**src/rtl/id_pipe.sv**
```systemverilog
// id_pipe: registered RV32I decode stage with EX/MEM operand forwarding and load-use stall.
// Define ID_WB_FWD_EN to add a WB forwarding source for regfiles without write-before-read.
module id_pipe #(
   parameter int XLEN   = 32,
   parameter int REG_AW = 5,
   parameter int NREGS  = 32
) (
   input  logic              clk,
   input  logic              rst_n,
   input  logic              flush_i,
   input  logic              if_valid_i,
   output logic              if_ready_o,
   input  logic [XLEN-1:0]   if_pc_i,
   input  logic [31:0]       if_inst_i,
   output logic [REG_AW-1:0] rs1_addr_o,
   output logic [REG_AW-1:0] rs2_addr_o,
   input  logic [XLEN-1:0]   rf_rs1_data_i,
   input  logic [XLEN-1:0]   rf_rs2_data_i,
   input  logic              ex_wreg_en_i,
   input  logic [REG_AW-1:0] ex_wreg_addr_i,
   input  logic [XLEN-1:0]   ex_wreg_data_i,
   input  logic              ex_rmem_en_i,
   input  logic              mem_wreg_en_i,
   input  logic [REG_AW-1:0] mem_wreg_addr_i,
   input  logic [XLEN-1:0]   mem_wreg_data_i,
`ifdef ID_WB_FWD_EN
   input  logic              wb_wreg_en_i,
   input  logic [REG_AW-1:0] wb_wreg_addr_i,
   input  logic [XLEN-1:0]   wb_wreg_data_i,
`endif
   input  logic              ex_ready_i,
   output logic              id_valid_o,
   output logic [XLEN-1:0]   pc_o,
   output logic [6:0]        opcode_o,
   output logic [2:0]        funct3_o,
   output logic [6:0]        funct7_o,
   output logic [XLEN-1:0]   imm_o,
   output logic              wreg_en_o,
   output logic [REG_AW-1:0] wreg_addr_o,
   output logic [XLEN-1:0]   rs1_data_o,
   output logic [XLEN-1:0]   rs2_data_o,
   output logic              rmem_en_o,
   output logic              wmem_en_o,
   output logic              illegal_o
);

   localparam logic [6:0] OPC_LUI    = 7'b0110111;
   localparam logic [6:0] OPC_AUIPC  = 7'b0010111;
   localparam logic [6:0] OPC_JAL    = 7'b1101111;
   localparam logic [6:0] OPC_JALR   = 7'b1100111;
   localparam logic [6:0] OPC_BRANCH = 7'b1100011;
   localparam logic [6:0] OPC_LOAD   = 7'b0000011;
   localparam logic [6:0] OPC_STORE  = 7'b0100011;
   localparam logic [6:0] OPC_OPIMM  = 7'b0010011;
   localparam logic [6:0] OPC_OP     = 7'b0110011;
   localparam logic [REG_AW-1:0] REG_ZERO = {REG_AW{1'b0}};

   if (NREGS != (1 << REG_AW)) begin : g_nregs_chk
      $error("id_pipe: NREGS must equal 2**REG_AW");
   end

   // Sign-extended immediate selected by instruction format; R-type and unknown give zero.
   function automatic logic [XLEN-1:0] imm_decode(input logic [31:0] inst);
      logic [31:0] imm32;
      case (inst[6:0])
         OPC_OPIMM, OPC_LOAD, OPC_JALR: imm32 = {{20{inst[31]}}, inst[31:20]};
         OPC_STORE:  imm32 = {{20{inst[31]}}, inst[31:25], inst[11:7]};
         OPC_BRANCH: imm32 = {{19{inst[31]}}, inst[31], inst[7], inst[30:25], inst[11:8], 1'b0};
         OPC_LUI, OPC_AUIPC: imm32 = {inst[31:12], 12'b0};
         OPC_JAL:    imm32 = {{11{inst[31]}}, inst[31], inst[19:12], inst[20], inst[30:21], 1'b0};
         default:    imm32 = 32'b0;
      endcase
      return XLEN'($signed(imm32));
   endfunction

   logic [6:0]        opc_s;
   logic [REG_AW-1:0] rs1_s, rs2_s, rd_s;
   logic              rs1_used_s, rs2_used_s, wr_s, legal_s, rmem_s, wmem_s;
   logic              hazard_s, adv_s, ex_fwd_ok_s;
   logic [XLEN-1:0]   rs1_fwd_s, rs2_fwd_s;

   logic              id_valid_r;
   logic [XLEN-1:0]   pc_r, imm_r, rs1_data_r, rs2_data_r;
   logic [6:0]        opcode_r, funct7_r;
   logic [2:0]        funct3_r;
   logic              wreg_en_r, rmem_en_r, wmem_en_r, illegal_r;
   logic [REG_AW-1:0] wreg_addr_r;

   assign opc_s = if_inst_i[6:0];
   assign rs1_s = REG_AW'(if_inst_i[19:15]);
   assign rs2_s = REG_AW'(if_inst_i[24:20]);
   assign rd_s  = REG_AW'(if_inst_i[11:7]);
   assign rs1_addr_o = rs1_s;
   assign rs2_addr_o = rs2_s;

   // Per-opcode register usage and control classification.
   always_comb begin
      rs1_used_s = 1'b0;
      rs2_used_s = 1'b0;
      wr_s       = 1'b0;
      legal_s    = 1'b1;
      rmem_s     = 1'b0;
      wmem_s     = 1'b0;
      case (opc_s)
         OPC_LUI, OPC_AUIPC, OPC_JAL: wr_s = 1'b1;
         OPC_JALR: begin
            rs1_used_s = 1'b1;
            wr_s       = 1'b1;
         end
         OPC_BRANCH: begin
            rs1_used_s = 1'b1;
            rs2_used_s = 1'b1;
         end
         OPC_LOAD: begin
            rs1_used_s = 1'b1;
            wr_s       = 1'b1;
            rmem_s     = 1'b1;
         end
         OPC_STORE: begin
            rs1_used_s = 1'b1;
            rs2_used_s = 1'b1;
            wmem_s     = 1'b1;
         end
         OPC_OPIMM: begin
            rs1_used_s = 1'b1;
            wr_s       = 1'b1;
         end
         OPC_OP: begin
            rs1_used_s = 1'b1;
            rs2_used_s = 1'b1;
            wr_s       = 1'b1;
         end
         default: legal_s = 1'b0;
      endcase
   end

   // A load in EX cannot forward its data yet, so a consumer of its destination must wait.
   assign hazard_s = ex_rmem_en_i & ex_wreg_en_i & (ex_wreg_addr_i != REG_ZERO) &
                     (((ex_wreg_addr_i == rs1_s) & rs1_used_s) |
                      ((ex_wreg_addr_i == rs2_s) & rs2_used_s));
   assign adv_s       = ~id_valid_r | ex_ready_i;
   assign if_ready_o  = flush_i | (adv_s & ~hazard_s);
   assign ex_fwd_ok_s = ex_wreg_en_i & ~ex_rmem_en_i;

   // Operand 1 resolution, youngest producer first.
   always_comb begin
      if (rs1_s == REG_ZERO) begin
         rs1_fwd_s = {XLEN{1'b0}};
      end else if (ex_fwd_ok_s && (ex_wreg_addr_i == rs1_s)) begin
         rs1_fwd_s = ex_wreg_data_i;
      end else if (mem_wreg_en_i && (mem_wreg_addr_i == rs1_s)) begin
         rs1_fwd_s = mem_wreg_data_i;
`ifdef ID_WB_FWD_EN
      end else if (wb_wreg_en_i && (wb_wreg_addr_i == rs1_s)) begin
         rs1_fwd_s = wb_wreg_data_i;
`endif
      end else begin
         rs1_fwd_s = rf_rs1_data_i;
      end
   end

   // Operand 2 resolution, youngest producer first.
   always_comb begin
      if (rs2_s == REG_ZERO) begin
         rs2_fwd_s = {XLEN{1'b0}};
      end else if (ex_fwd_ok_s && (ex_wreg_addr_i == rs2_s)) begin
         rs2_fwd_s = ex_wreg_data_i;
      end else if (mem_wreg_en_i && (mem_wreg_addr_i == rs2_s)) begin
         rs2_fwd_s = mem_wreg_data_i;
`ifdef ID_WB_FWD_EN
      end else if (wb_wreg_en_i && (wb_wreg_addr_i == rs2_s)) begin
         rs2_fwd_s = wb_wreg_data_i;
`endif
      end else begin
         rs2_fwd_s = rf_rs2_data_i;
      end
   end

   // ID/EX pipeline register: flush, then bubble, then capture, else hold while EX stalls.
   always_ff @(posedge clk or negedge rst_n) begin
      if (!rst_n) begin
         id_valid_r  <= 1'b0;
         pc_r        <= {XLEN{1'b0}};
         opcode_r    <= 7'b0;
         funct3_r    <= 3'b0;
         funct7_r    <= 7'b0;
         imm_r       <= {XLEN{1'b0}};
         wreg_en_r   <= 1'b0;
         wreg_addr_r <= REG_ZERO;
         rs1_data_r  <= {XLEN{1'b0}};
         rs2_data_r  <= {XLEN{1'b0}};
         rmem_en_r   <= 1'b0;
         wmem_en_r   <= 1'b0;
         illegal_r   <= 1'b0;
      end else if (flush_i) begin
         id_valid_r <= 1'b0;
      end else if (adv_s && hazard_s) begin
         id_valid_r <= 1'b0;
      end else if (adv_s && if_valid_i) begin
         id_valid_r  <= 1'b1;
         pc_r        <= if_pc_i;
         opcode_r    <= opc_s;
         funct3_r    <= if_inst_i[14:12];
         funct7_r    <= if_inst_i[31:25];
         imm_r       <= imm_decode(if_inst_i);
         wreg_en_r   <= wr_s & (rd_s != REG_ZERO);
         wreg_addr_r <= rd_s;
         rs1_data_r  <= rs1_fwd_s;
         rs2_data_r  <= rs2_fwd_s;
         rmem_en_r   <= rmem_s;
         wmem_en_r   <= wmem_s;
         illegal_r   <= ~legal_s;
      end else if (adv_s) begin
         id_valid_r <= 1'b0;
      end else begin
         id_valid_r <= id_valid_r;
      end
   end

   assign id_valid_o  = id_valid_r;
   assign pc_o        = pc_r;
   assign opcode_o    = opcode_r;
   assign funct3_o    = funct3_r;
   assign funct7_o    = funct7_r;
   assign imm_o       = imm_r;
   assign wreg_en_o   = wreg_en_r;
   assign wreg_addr_o = wreg_addr_r;
   assign rs1_data_o  = rs1_data_r;
   assign rs2_data_o  = rs2_data_r;
   assign rmem_en_o   = rmem_en_r;
   assign wmem_en_o   = wmem_en_r;
   assign illegal_o   = illegal_r;

endmodule

```
**config.mk**
```make
export PLATFORM = sky130hd
export DESIGN_NAME = id_pipe
export DESIGN_NICKNAME = d
export VERILOG_FILES = /design/src/rtl/id_pipe.sv
export SDC_FILE = /design/constraint.sdc
export NUM_CORES = 1
export LEC_CHECK = 0
export CORE_ASPECT_RATIO = 2
export CORE_UTILIZATION = 35
export CTS_CLUSTER_DIAMETER = 80
export DETAILED_ROUTE_END_ITERATION = 12
export GPL_TIMING_DRIVEN = 0
export PLACE_DENSITY = 0.67
export SLEW_MARGIN = 10
export SYNTH_ARGS = -nofsm -noshare
export SYNTH_HDL_FRONTEND = slang
export SYNTH_SLANG_ARGS = --single-unit
```
**constraint.sdc**
```tcl
create_clock -name clk -period 1.89 [get_ports clk]
set_clock_uncertainty 0.1 [all_clocks]
set_input_delay 0.2835 -clock clk [delete_from_list [all_inputs] [get_ports clk]]
set_output_delay 0.2835 -clock clk [all_outputs]
set_load 0.01 [all_outputs]
```
==> flow_metrics.env, run 1 <==
export IMPL_crit_path_end_kind="flip-flop"
export IMPL_clk_latency_ps=440
export IMPL_grt_pass1_wl_microns=56600
export IMPL_clkSinkCount=155
export IMPL_placed_cells=1531
export IMPL_path_common_cell="buf_12"
export IMPL_synth_simple_gate_area_frac=0.0920
export IMPL_die_area_sq_um=26800
export IMPL_path_class="input port to flip-flop"
export IMPL_setup_viol=156
export IMPL_rsz0062_at_grt="yes"
export IMPL_antenna_left=0
export IMPL_layout_commonest_cell="clkdlybuf4s50_1"
export IMPL_track_usage=0.293
export IMPL_slew_headroom=0.253
export IMPL_ctsLongestPathBuffers=2
export IMPL_crit_required_ps=2110
export IMPL_layout_common_cells="349 x clkdlybuf4s50_1, 155 x dfrtp_1, 138 x mux2_4"
export IMPL_layout_drive_gt1_share=0.247
export IMPL_ys_warnings_count=0
export IMPL_fin_cells=1611
export IMPL_synthCells=819
export IMPL_drt_iter0_drc=662
export IMPL_tritoncts="built"
export IMPL_clkTransAtPathRegs_ps=60
export IMPL_hpwlAfterDp_microns=28100
export IMPL_ys_flop_type="dfrtp_1"
export IMPL_drt_first_pass_iters=5
export IMPL_num_vias=8816
export IMPL_worstPathCellList="buf_6 -> or4_4 -> o211ai_4 -> nor4_4 -> nor4b_4 -> buf_4 -> buf_12 -> buf_12 -> buf_12 -> mux2_4"
export IMPL_synthArstFlopShare=1.00
export IMPL_synth_seq_cells=155
export IMPL_leakage_nw=6.21
export IMPL_port_buffer_count=371
export IMPL_grt_pass1_vias=9403
export IMPL_drv_slew=0
export IMPL_antenna_found_initial=6
export IMPL_ios=376
export IMPL_wl_microns=38800
export IMPL_grt_max_degree=80
export IMPL_initial_core_util=0.356
export IMPL_synth_compound_area_share=0.164
export IMPL_violations="negative setup slack"
export IMPL_crit_fanout=5
export IMPL_die_y_microns=231
export IMPL_h_tree_depth=4
export IMPL_finalHoldViolCount=0
export IMPL_slowest_stage="or4_4"
export IMPL_synth_edf_count=0
export IMPL_avgSynthCellArea_sq_um=11.2
export IMPL_yosysUniqueCellTypes=46
export IMPL_status="complete, but fails checks"
export IMPL_synth_top_family_by_area="multiplexers"
export IMPL_synth_nets=1029
export IMPL_max_freq_ghz=0.454
export IMPL_fp_row_count=83
export IMPL_synthAdderAreaFrac=0
export IMPL_finalCritPeriodShare=1.16
export IMPL_layout_setup_ws_ps=-311
export IMPL_maxCapViolCount=0
export IMPL_cp_arrival_ps=2420
export IMPL_die_w_microns=116
export IMPL_final_nets=1462
export IMPL_syn_area_sq_um=9140
export IMPL_hold_path_class="input port to flip-flop"
export IMPL_tightest_slew_ps=1110
export IMPL_power_total_mw=11.5
export IMPL_fin_crit_ps=2200
export IMPL_powerDensity_nw_per_um2=761
export IMPL_startpoint_type="input port"
export IMPL_ys_seq_area_frac=0.424
export IMPL_cp_slowest_stage_delay_ps=520
export IMPL_place_gp_congestion=0.964
export IMPL_peakVddDrop_mv=0.590
export IMPL_cts_root_buf="clkbuf_16"
export IMPL_synthMuxAreaShare=0.229
export IMPL_synth_xor_xnor_area_share=0.0211
export IMPL_wl_per_cell_microns=24.1
export IMPL_grt_overflow_total=0
export IMPL_drc=0
export IMPL_numCtsBuffers=17
export IMPL_hold_ws_ps=60.8
export IMPL_dpl_worst_slack_ps=-1390
export IMPL_core_sq_um=25700
export IMPL_vias_per_cell=5.47
export IMPL_area_growth_pct=65.6
export IMPL_fin_util=0.590
## cell families after synthesis
| logic type | Yosys count |
|---|---|
| AO/OA/AOI/OAI | 234 |
| flip-flops | 155 |
| multiplexers | 154 |
| AND/OR/NAND/NOR | 151 |
| buffers and inverters | 103 |
| XOR/XNOR | 22 |
## timing repair
action,4_1_cts,5_1_grt
setup endpoints to repair,164,156
setup buffers,32,3
pin swaps,16,10
gates resized for setup,191,31
gates cloned,13,5
hold buffers,1,0
hold endpoints to repair,78,0
## metrics by stage
step	setup TNS (ps)	area [sq um]
after floorplan	-62690	9150
after global placement	-1133240	13300
after detailed placement	-184030	13300
after CTS	-40650	15100
after global routing	-40800	15100
final	-34030	15100
## area by class of cell
type	instances	area [sq um]
Buffer	80	549
Tap cell	340	425
Antenna cell	7	17.5
Fill cell	2214	10500
Timing Repair Buffer	419	4520
Clock buffer	21	480
Inverter	18	67.6
Sequential cell	155	3880
Clock inverter	10	105
Multi-Input combinational cell	561	5080
## metal layers
layer | up-vias | global-route usage | share of wire | wire length [microns]
li1 | 3912 | - | - | -
met1 | 4311 | 0.291 | 0.33 | 12800
met2 | 461 | 0.541 | 0.54 | 21000
met3 | 132 | 0.0622 | 0.067 | 2590
met4 | 0 | 0.171 | 0.061 | 2350
met5 | - | 0 | 0 | 0
## synth_stat cells (all sizes together) (11+ instances only)
cell type  instances  area (sq um)
a31oi             64           400
o21ai             68           340
nand4             11          68.8
a21o              11          82.6
buf               28           359
nand2             44           165
or3               56           350
mux2             138          1930
inv               18          67.6
mux2i             16           160
clkbuf            57           214
dfrtp            155          3880
o31ai             66           500
xnor2             20           175
a21oi             11          55.1
## final timing paths
path | startpoint | to | slack (ps) | cells past startpoint
min in group asynchronous | rst_n | pc_o[19] | 300 | 2
worst max-delay path | ex_wreg_addr_i[1] | rs1_data_o[20] | -310 | 10
max in group asynchronous | rst_n | rs1_data_o[27] | 540 | 3
worst max register to register | id_valid_o | rs1_data_o[20] | -110 | 8
worst min-delay path | if_inst_i[0] | opcode_o[0] | 60 | 2
worst min register to register | rs1_data_o[9] | rs1_data_o[9] | 410 | 1
## power breakdown
group | switching, mW | internal, mW
sequential | 0.312 | 3.82
clock | 1.52 | 1.97
combinational | 1.52 | 2.36
## critical path: cells and delay by family
kind	cells	cell delay [ps]
muxes	1	300
buffers and inverters	5	680
and+or+nand+nor	3	900
AOI/OAI and AO/OA	1	250
## registers in the layout, summed over array words and instances (netlist names)
signal and count:
rs1_data_o 32, wmem_en_o 1, funct3_o 3, rs2_data_o 32
wreg_en_o 1, wreg_addr_o 5, illegal_o 1, funct7_o 7
opcode_o 7, imm_o 32, pc_o 32, rmem_en_o 1
id_valid_o 1
(Power assumes the default switching activity.)
==> run 2, diff against run 1 <==
SLEW_MARGIN = default   (was 10)
==> results of run 2 <==
The final DEF is identical to that of run 1; final timing and power are the same.
==> run 3, diff against run 2 <==
==> constraint.sdc (replaced) <==
create_clock -name clk -period 1.89 [get_ports clk]
set_clock_uncertainty 0.1 [all_clocks]
set_input_delay 0.4725 -clock clk [delete_from_list [all_inputs] [get_ports clk]]
set_output_delay 0.4725 -clock clk [all_outputs]
set_load 0.01 [all_outputs]
==> run 3 against run 2 <==
The flow still finishes with violations (negative setup slack). Largest cell class unchanged. Global-route usage is 0.99 points lower. Clock power hardly changed. Sequential share of layout area is 1.2 points higher. Final area is 4.6% lower.
==> flow_metrics.env, run 3 (synthesized netlist as in run 1, its figures left out) <==
export IMPL_status="complete, but fails checks"
export IMPL_violations="negative setup slack"
export IMPL_track_usage=0.283
export IMPL_startpoint_type="input port"
export IMPL_maxCapViolCount=0
export IMPL_crit_path_end_kind="flip-flop"
export IMPL_drc=0
export IMPL_clk_latency_ps=450
export IMPL_drt_first_pass_iters=7
export IMPL_path_common_cell="buf_12"
export IMPL_tns_ps=-65980
export IMPL_layout_common_cells="194 x clkdlybuf4s50_1, 156 x dlygate4sd2_1, 155 x dfrtp_1"
export IMPL_core_sq_um=25700
export IMPL_grt_pass1_wl_microns=55100
export IMPL_initial_core_util=0.356
export IMPL_grt_max_degree=86
export IMPL_placed_cells=1531
export IMPL_dpl_worst_slack_ps=-1590
export IMPL_fin_crit_ps=2360
export IMPL_ctsLongestPathBuffers=2
export IMPL_layout_setup_ws_ps=-466
export IMPL_clkTransAtPathRegs_ps=70
export IMPL_numCtsBuffers=17
export IMPL_leakage_nw=6.34
export IMPL_final_cell_area_sq_um=14400
export IMPL_path_class="input port to flip-flop"
export IMPL_grt_overflow_total=0
export IMPL_placed_area_sq_um=13300
export IMPL_fp_row_count=83
export IMPL_die_w_microns=116
export IMPL_peakVddDrop_mv=0.613
export IMPL_powerDensity_nw_per_um2=755
export IMPL_hpwlAfterDp_microns=28300
export IMPL_num_vias=8750
export IMPL_vias_per_cell=5.47
export IMPL_cp_arrival_ps=2590
export IMPL_cp_slowest_stage_delay_ps=540
export IMPL_drt_iter0_drc=616
export IMPL_tightest_slew_ps=1220
export IMPL_slowest_stage="or4_4"
export IMPL_layout_commonest_cell="clkdlybuf4s50_1"
export IMPL_clkSinkCount=155
export IMPL_setup_viol=156
export IMPL_layout_drive_gt1_share=0.225
export IMPL_h_tree_depth=4
export IMPL_hold_path_class="input port to flip-flop"
export IMPL_max_freq_ghz=0.424
export IMPL_area_growth_pct=57.9
export IMPL_final_nets=1453
export IMPL_rsz0062_at_grt="yes"
export IMPL_ios=376
export IMPL_cts_root_buf="clkbuf_16"
export IMPL_die_area_sq_um=26800
export IMPL_finalHoldViolCount=0
export IMPL_wl_per_cell_microns=23.5
export IMPL_wl_microns=37600
export IMPL_critPathBufInv=4
export IMPL_crit_required_ps=2120
export IMPL_grt_pass1_vias=9137
export IMPL_worstPathCellList="buf_8 -> or4_4 -> o211ai_4 -> nor4_4 -> nor4b_4 -> buf_4 -> buf_12 -> buf_12 -> mux2_4"
export IMPL_port_buffer_count=371
export IMPL_crit_fanout=10
export IMPL_fin_cells=1600
export IMPL_die_y_microns=231
export IMPL_hold_ws_ps=220
export IMPL_fin_util=0.563
export IMPL_drv_slew=0
export IMPL_slew_headroom=0.184
export IMPL_antenna_left=0
export IMPL_finalCritPeriodShare=1.25
export IMPL_cpLargestDelayFamily="simple AND/OR/NAND/NOR gates"
export IMPL_tritoncts="built"
export IMPL_antenna_found_initial=4
export IMPL_place_gp_congestion=0.966
export IMPL_power_total_mw=10.9
[run 3: per-layer routing]
| metal | GRT usage | wire [microns] | up-vias |
|---|---|---|---|
| met4 | 0.163 | 1960 | 0 |
| li1 | - | - | 3894 |
| met1 | 0.287 | 12600 | 4232 |
| met5 | 0 | 0 | - |
| met3 | 0.0669 | 2610 | 121 |
| met2 | 0.513 | 20400 | 503 |
[run 3: timing repair]
item | in CTS | in global routing
pin swaps | 14 | 9
endpoints found under the hold margin | 70 | 0
hold buffers | 1 | 0
gates resized for setup | 304 | 51
setup endpoints to repair | 319 | 158
gates cloned | 0 | 6
buffers inserted | 18 | 9
[run 3: final timing paths]
kind                                   start             end  slack, ps  depth (start not counted)
min                             if_inst_i[1]     opcode_o[1]        220                          2
min reg2reg                   rs1_data_o[15]  rs1_data_o[15]        380                          1
max reg2reg                       id_valid_o  rs2_data_o[29]        -60                          7
max                        ex_wreg_addr_i[3]  rs2_data_o[29]       -470                          9
max in group asynchronous              rst_n       imm_o[19]        410                          3
min in group asynchronous              rst_n   rs1_data_o[6]        450                          2
[run 3: cell type report]
class,count,area [sq um]
flip-flops and latches,155,3880
inverters,18,67.6
well taps,340,425
repair buffers,405,3870
diodes,4,10.0
fillers,2328,11200
plain buffers,85,638
clock buffers,18,429
multi-input cells,561,4960
clock inverters,14,150
[run 3: where the power goes]
part	internal, mW	total (mW)	switching, mW
sequential	3.82	4.10	0.279
clock	1.87	3.50	1.62
combinational	1.82	3.30	1.47
total	7.52	10.9	3.38
